[src/rtl/ram_rr_arbiter.sv]
// Two-port round-robin arbiter in front of one single-port RAM (registered read address).
// Supports a sticky ownership lock for bursts and returns read data per port after two cycles.
module ram_rr_arbiter #(
  parameter int dataW = 8,
  parameter int addrW = 5
) (
  input  logic             clk,
  input  logic             resetN,
  input  logic             req0,
  input  logic             req1,
  input  logic             we0,
  input  logic             we1,
  input  logic             lock0,
  input  logic             lock1,
  input  logic [addrW-1:0] addr0,
  input  logic [addrW-1:0] addr1,
  input  logic [dataW-1:0] wdata0,
  input  logic [dataW-1:0] wdata1,
  output logic             gnt0,
  output logic             gnt1,
  output logic             rvalid0,
  output logic             rvalid1,
  output logic [dataW-1:0] rdata0,
  output logic [dataW-1:0] rdata1,
  output logic [addrW-1:0] ram_addr,
  output logic [dataW-1:0] ram_din,
  output logic             ram_we,
  input  logic [dataW-1:0] ram_q
);

  // state | meaning
  // IDLE  | no owner; round-robin between requesters using r_last
  // OWN0  | port 0 holds the lock; only port 0 can be granted
  // OWN1  | port 1 holds the lock; only port 1 can be granted
  localparam logic [1:0] IDLE = 2'd0;
  localparam logic [1:0] OWN0 = 2'd1;
  localparam logic [1:0] OWN1 = 2'd2;

  logic [1:0]       r_state;
  logic [1:0]       w_state_nxt;
  logic             r_last;
  logic             w_gnt0;
  logic             w_gnt1;
  logic             w_any_gnt;
  logic             w_rd_gnt;
  logic             r_s1_valid;
  logic             r_s1_port;
  logic             r_rvalid0;
  logic             r_rvalid1;
  logic [dataW-1:0] r_rdata0;
  logic [dataW-1:0] r_rdata1;

  // Grant depends only on state, last and req; forced low while in reset.
  always_comb begin
    w_gnt0 = 1'b0;
    w_gnt1 = 1'b0;
    if (resetN) begin
      case (r_state)
        IDLE: begin
          if (req0 && req1) begin
            w_gnt0 = r_last;
            w_gnt1 = ~r_last;
          end else begin
            w_gnt0 = req0;
            w_gnt1 = req1;
          end
        end
        OWN0:    w_gnt0 = req0;
        OWN1:    w_gnt1 = req1;
        default: ;
      endcase
    end
  end

  always_comb begin
    w_state_nxt = IDLE;
    if (w_gnt0 && lock0) begin
      w_state_nxt = OWN0;
    end else if (w_gnt1 && lock1) begin
      w_state_nxt = OWN1;
    end
  end

  assign w_any_gnt = w_gnt0 | w_gnt1;
  assign w_rd_gnt  = (w_gnt0 & ~we0) | (w_gnt1 & ~we1);

  assign gnt0     = w_gnt0;
  assign gnt1     = w_gnt1;
  assign ram_addr = w_gnt1 ? addr1 : addr0;
  assign ram_din  = w_gnt1 ? wdata1 : wdata0;
  assign ram_we   = (w_gnt0 & we0) | (w_gnt1 & we1);

  always_ff @(posedge clk or negedge resetN) begin
    if (!resetN) begin
      r_state <= IDLE;
      r_last  <= 1'b1;
    end else begin
      r_state <= w_state_nxt;
      if (w_any_gnt) begin
        r_last <= w_gnt1;
      end
    end
  end

  // Stage 1 tags the read launched this edge; stage 2 captures RAM output one cycle later.
  always_ff @(posedge clk or negedge resetN) begin
    if (!resetN) begin
      r_s1_valid <= 1'b0;
      r_s1_port  <= 1'b0;
      r_rvalid0  <= 1'b0;
      r_rvalid1  <= 1'b0;
      r_rdata0   <= '0;
      r_rdata1   <= '0;
    end else begin
      r_s1_valid <= w_rd_gnt;
      r_s1_port  <= w_gnt1;
      r_rvalid0  <= r_s1_valid & ~r_s1_port;
      r_rvalid1  <= r_s1_valid & r_s1_port;
      if (r_s1_valid && !r_s1_port) begin
        r_rdata0 <= ram_q;
      end
      if (r_s1_valid && r_s1_port) begin
        r_rdata1 <= ram_q;
      end
    end
  end

  assign rvalid0 = r_rvalid0;
  assign rvalid1 = r_rvalid1;
  assign rdata0  = r_rdata0;
  assign rdata1  = r_rdata1;

endmodule

[config.mk]
export PLATFORM = sky130hd
export DESIGN_NAME = ram_rr_arbiter
export DESIGN_NICKNAME = d
export VERILOG_FILES = /design/src/rtl/ram_rr_arbiter.sv
export SDC_FILE = /design/constraint.sdc
export NUM_CORES = 1
export LEC_CHECK = 0
export BUFFER_PORTS_ARGS = -buffer_cell sky130_fd_sc_hd__buf_2
export CAP_MARGIN = 20
export CORE_UTILIZATION = 40
export DETAILED_ROUTE_END_ITERATION = 10
export GPL_TIMING_DRIVEN = 0
export PLACE_DENSITY = 0.8
export SYNTH_ARGS = -nofsm -noshare
export SYNTH_HDL_FRONTEND = slang
export SYNTH_SLANG_ARGS = --single-unit
[constraint.sdc]
create_clock -name clk -period 2.3 [get_ports clk]
set_input_delay 0.69 -clock clk [delete_from_list [all_inputs] [get_ports clk]]
set_output_delay 0.69 -clock clk [all_outputs]
set_load 0.01 [all_outputs]
==> run_results.csv <==
group,metric,value,unit
cells_and_area,insertedDiodeCount,0,
floorplan,dieArea,2880,um^2
routing,vias,883,
power_and_ir_drop,clkPwrFrac,15.3,%
sta,tightestPinTransition,0.405,ns
synthesis,synthCells,69,
place,post_dp_cell_area,1480,um^2
routing,drc,0,
critical_path,path_buf_inv,3,
cts,clk_path_buf_depth,2,
synthesis,ys.flop_type,"dfrtp_1",
cts,h-tree-depth,1,
global_routing,gr-usage-met2,36.0,%
sta,slew_headroom,72.9,%
cts,cts_tree,"done",
critical_path,critPathCapture,"ram_din[6]",
synthesis,ys_ff_latch,23,
synthesis,synth_top_area_cell,"dfrtp_1",
cts,clock-sinks,23,
global_routing,met3_usage,3.39,%
routing,drt-total-wl,2400,um
global_routing,use_met1,18.6,%
synthesis,netlist_top_cells_area,"dfrtp_1 (52%), mux2_2 (23%), mux2_4 (9.8%), dfstp_2 (2.5%), nand4b_4 (2.2%)",
critical_path,critPathLaunchType,"flip-flop",
place,portBuffers,75,
synthesis,synthArstFlopShare,100,%
global_routing,grt-busiest-layer,"met2",
cts,cts_buffers,3,
synthesis,ys_types,18,
synthesis,netlist.area_leader.share,51.6,%
floorplan,start_util,42.7,%
power_and_ir_drop,ir_worst_vdd,0.611,mV
global_routing,grt_max_degree,26,
global_routing,overflow,0,
critical_path,worst-path-stages,6,
min_path,hold_class,"in2async",
synthesis,syn_nets,111,
cells_and_area,drive_gt1_share,77.3,%
sta,fin_skew,0.00195,ns
floorplan,rows,18,
critical_path,cp.arrival,1.72,ns
floorplan,core,2500,um^2
floorplan,die_h,53.7,um
run,max-cap-violations,0,
sta,slew_viol_final,0,
synthesis,synth_edf_count,0,
global_routing,grt_use_total,17.9,%
critical_path,r2r-end,"r_s1_valid$_DFF_PN0_",
place,globalplace.congestion,0.822,
critical_path,cp_cell_sequence,"nand3b_4 > nand4b_4 > buf_12 > buf_16 > mux2_4 > buf_6",
critical_path,crit_fanout,4,
routing,vias_per_cell,4.80,
place,dp_hpwl,1890,um
floorplan,pin_count,76,
power_and_ir_drop,sw_frac_of_total,29.2,%
outcome,violations,"negative setup slack",
cts,clk_pin_slew_worst_paths,0.12,ns
critical_path,critical_path.startpoint,"r_last$_DFFE_PN1P_",
power_and_ir_drop,p_total,1170,uW
cells_and_area,nNetsFinal,197,
synthesis,synthesis.area,1070,um^2
global_routing,grt_pass1_vias,874,
critical_path,cpPeakStageDelay,0.57,ns
sta,hold-worst-slack,0.183,ns
place,pre_cts_slack,-0.472,ns
global_routing,grt_pass1_wl,3590,um
cells_and_area,syn2layout_area_growth,55.9,%
routing,drt_iter0_drc,5,
sta,rsz0062_at_grt,"true",
cells_and_area,finalInstanceArea,1660,um^2
critical_path,cp.required,1.61,ns
sta,worst_slack,-0.114,ns
routing,wl_per_cell,13.0,um
cts,clk_latency,0.30,ns
sta,setup_viol,14,
critical_path,slowest_stage,"dfstp_2",
synthesis,synth_warnings,0,
sta,post-route-period-util,105,%
power_and_ir_drop,p_leak,0.000899,uW
power_and_ir_drop,power_per_cell_area,702,nW/um^2
sta,hold_viol,0,
critical_path,rrSetupSlack,1.01,ns
sta,min_period,2.41,ns
power_and_ir_drop,p_int,827,uW
synthesis,syn_area_per_cell,15.5,um^2
floorplan,die_w,53.7,um
critical_path,r2r_cells,6,
synthesis,yosys-top-cells-count,"dfrtp_1 (22), mux2_2 (22), mux2_4 (7)",
routing,ant_nets,0,
power_and_ir_drop,p_sw,342,uW
global_routing,antenna_found_initial,0,
critical_path,worstSetupEndpointType,"output port",
power_and_ir_drop,pwr-share-seq,47.3,%
critical_path,regToRegStartpoint,"r_last$_DFFE_PN1P_",
synthesis,ys_seq_area_share,54.0,%
routing,dr.pass1.iters,4,
critical_path,worstSetupPathType,"reg2out",
cts,root_buffer,"clkbuf_4",
critical_path,critPathTopFamily,"flip-flops",
power_and_ir_drop,comb_power_share,37.4,%
outcome,status,"finished, violations left",
sta,fmax,414,MHz
cells_and_area,final_core_util,66.6,%
[logic make-up after synthesis]
family | Yosys count | synth area share, %
AOI/OAI and AO/OA | 2 | 1.64
buffers and inverters | 4 | 2.58
DFF | 23 | 54.0
muxes | 29 | 33.1
and+or+nand+nor | 11 | 8.68
[what timing repair did]
item,4_1_cts,5_1_grt
cloned,1,0
endpoints found under the setup margin,16,14
pin swaps,2,1
hold buffers,0,0
setup buffers,6,0
gates resized for setup,20,0
[area by class of cell]
cell class,count,area [um^2]
Multi-Input combinational cell,42,467
Fill cell,210,836
Sequential cell,23,577
Buffer,1,5.00
Timing Repair Buffer,82,539
Clock buffer,4,26.3
Tap cell,30,37.5
Inverter,2,12.5
[metrics by stage]
| step | cells | setup TNS [ns] |
|---|---|---|
| after detailed placement | 174 | -5.70 |
| after global routing | 184 | -1.86 |
| final | 184 | -1.01 |
| after floorplan | 69 | 0 |
| after CTS | 185 | -1.41 |
| after global placement | 174 | -5.06 |
[flip-flops by register name, indices dropped and copies added (netlist names)]
register    cells
rdata1          8
r_state         2
r_s1_valid      1
rvalid1         1
rvalid0         1
rdata0          8
r_last          1
r_s1_port       1
[worst register-to-register path, cell delays in order, from the launching register on]
cell	delay [ns]
dfstp_2	0.57
nand3b_4	0.08
nand4b_4	0.13
buf_12	0.12
buf_16	0.11
buf_4	0.10
o32ai_1	0.07
[worst min-delay path by stage]
stage	endpoint
5_1_grt	rdata0[0]$_DFFE_PN0P_
4_1_cts	rdata1[0]$_DFFE_PN0P_
2_1_floorplan	r_s1_port$_DFF_PN0_
3_3_place_gp	r_last$_DFFE_PN1P_
6_report	rdata0[0]$_DFFE_PN0P_
3_5_place_dp	r_last$_DFFE_PN1P_
[layout by cell type, fill, tap and decap left out, types with 2 or more instances in the layout]
cell	instances
mux2_4	8
buf_4	3
clkbuf_4	3
nand2_1	3
buf_12	2
dfrtp_1	22
and2_1	2
mux2_2	21
buf_6	11
buf_2	66
[power groups by stage]
stage / Clock (uW) / Sequential, uW / Combinational, uW
floorplan: 0 / 612 / 162
global placement: 0 / 558 / 383
detailed placement: 0 / 564 / 393
CTS: 182 / 554 / 446
global route: 199 / 571 / 476
finish: 179 / 553 / 437
[metal layers]
layer | wire [um] | vias up
met1 | 890 | 402
met5 | 0 | -
met3 | 238 | 2
li1 | - | 415
met2 | 1250 | 64
met4 | 14 | 0
Note: power is estimated with default switching activity, not from simulation.
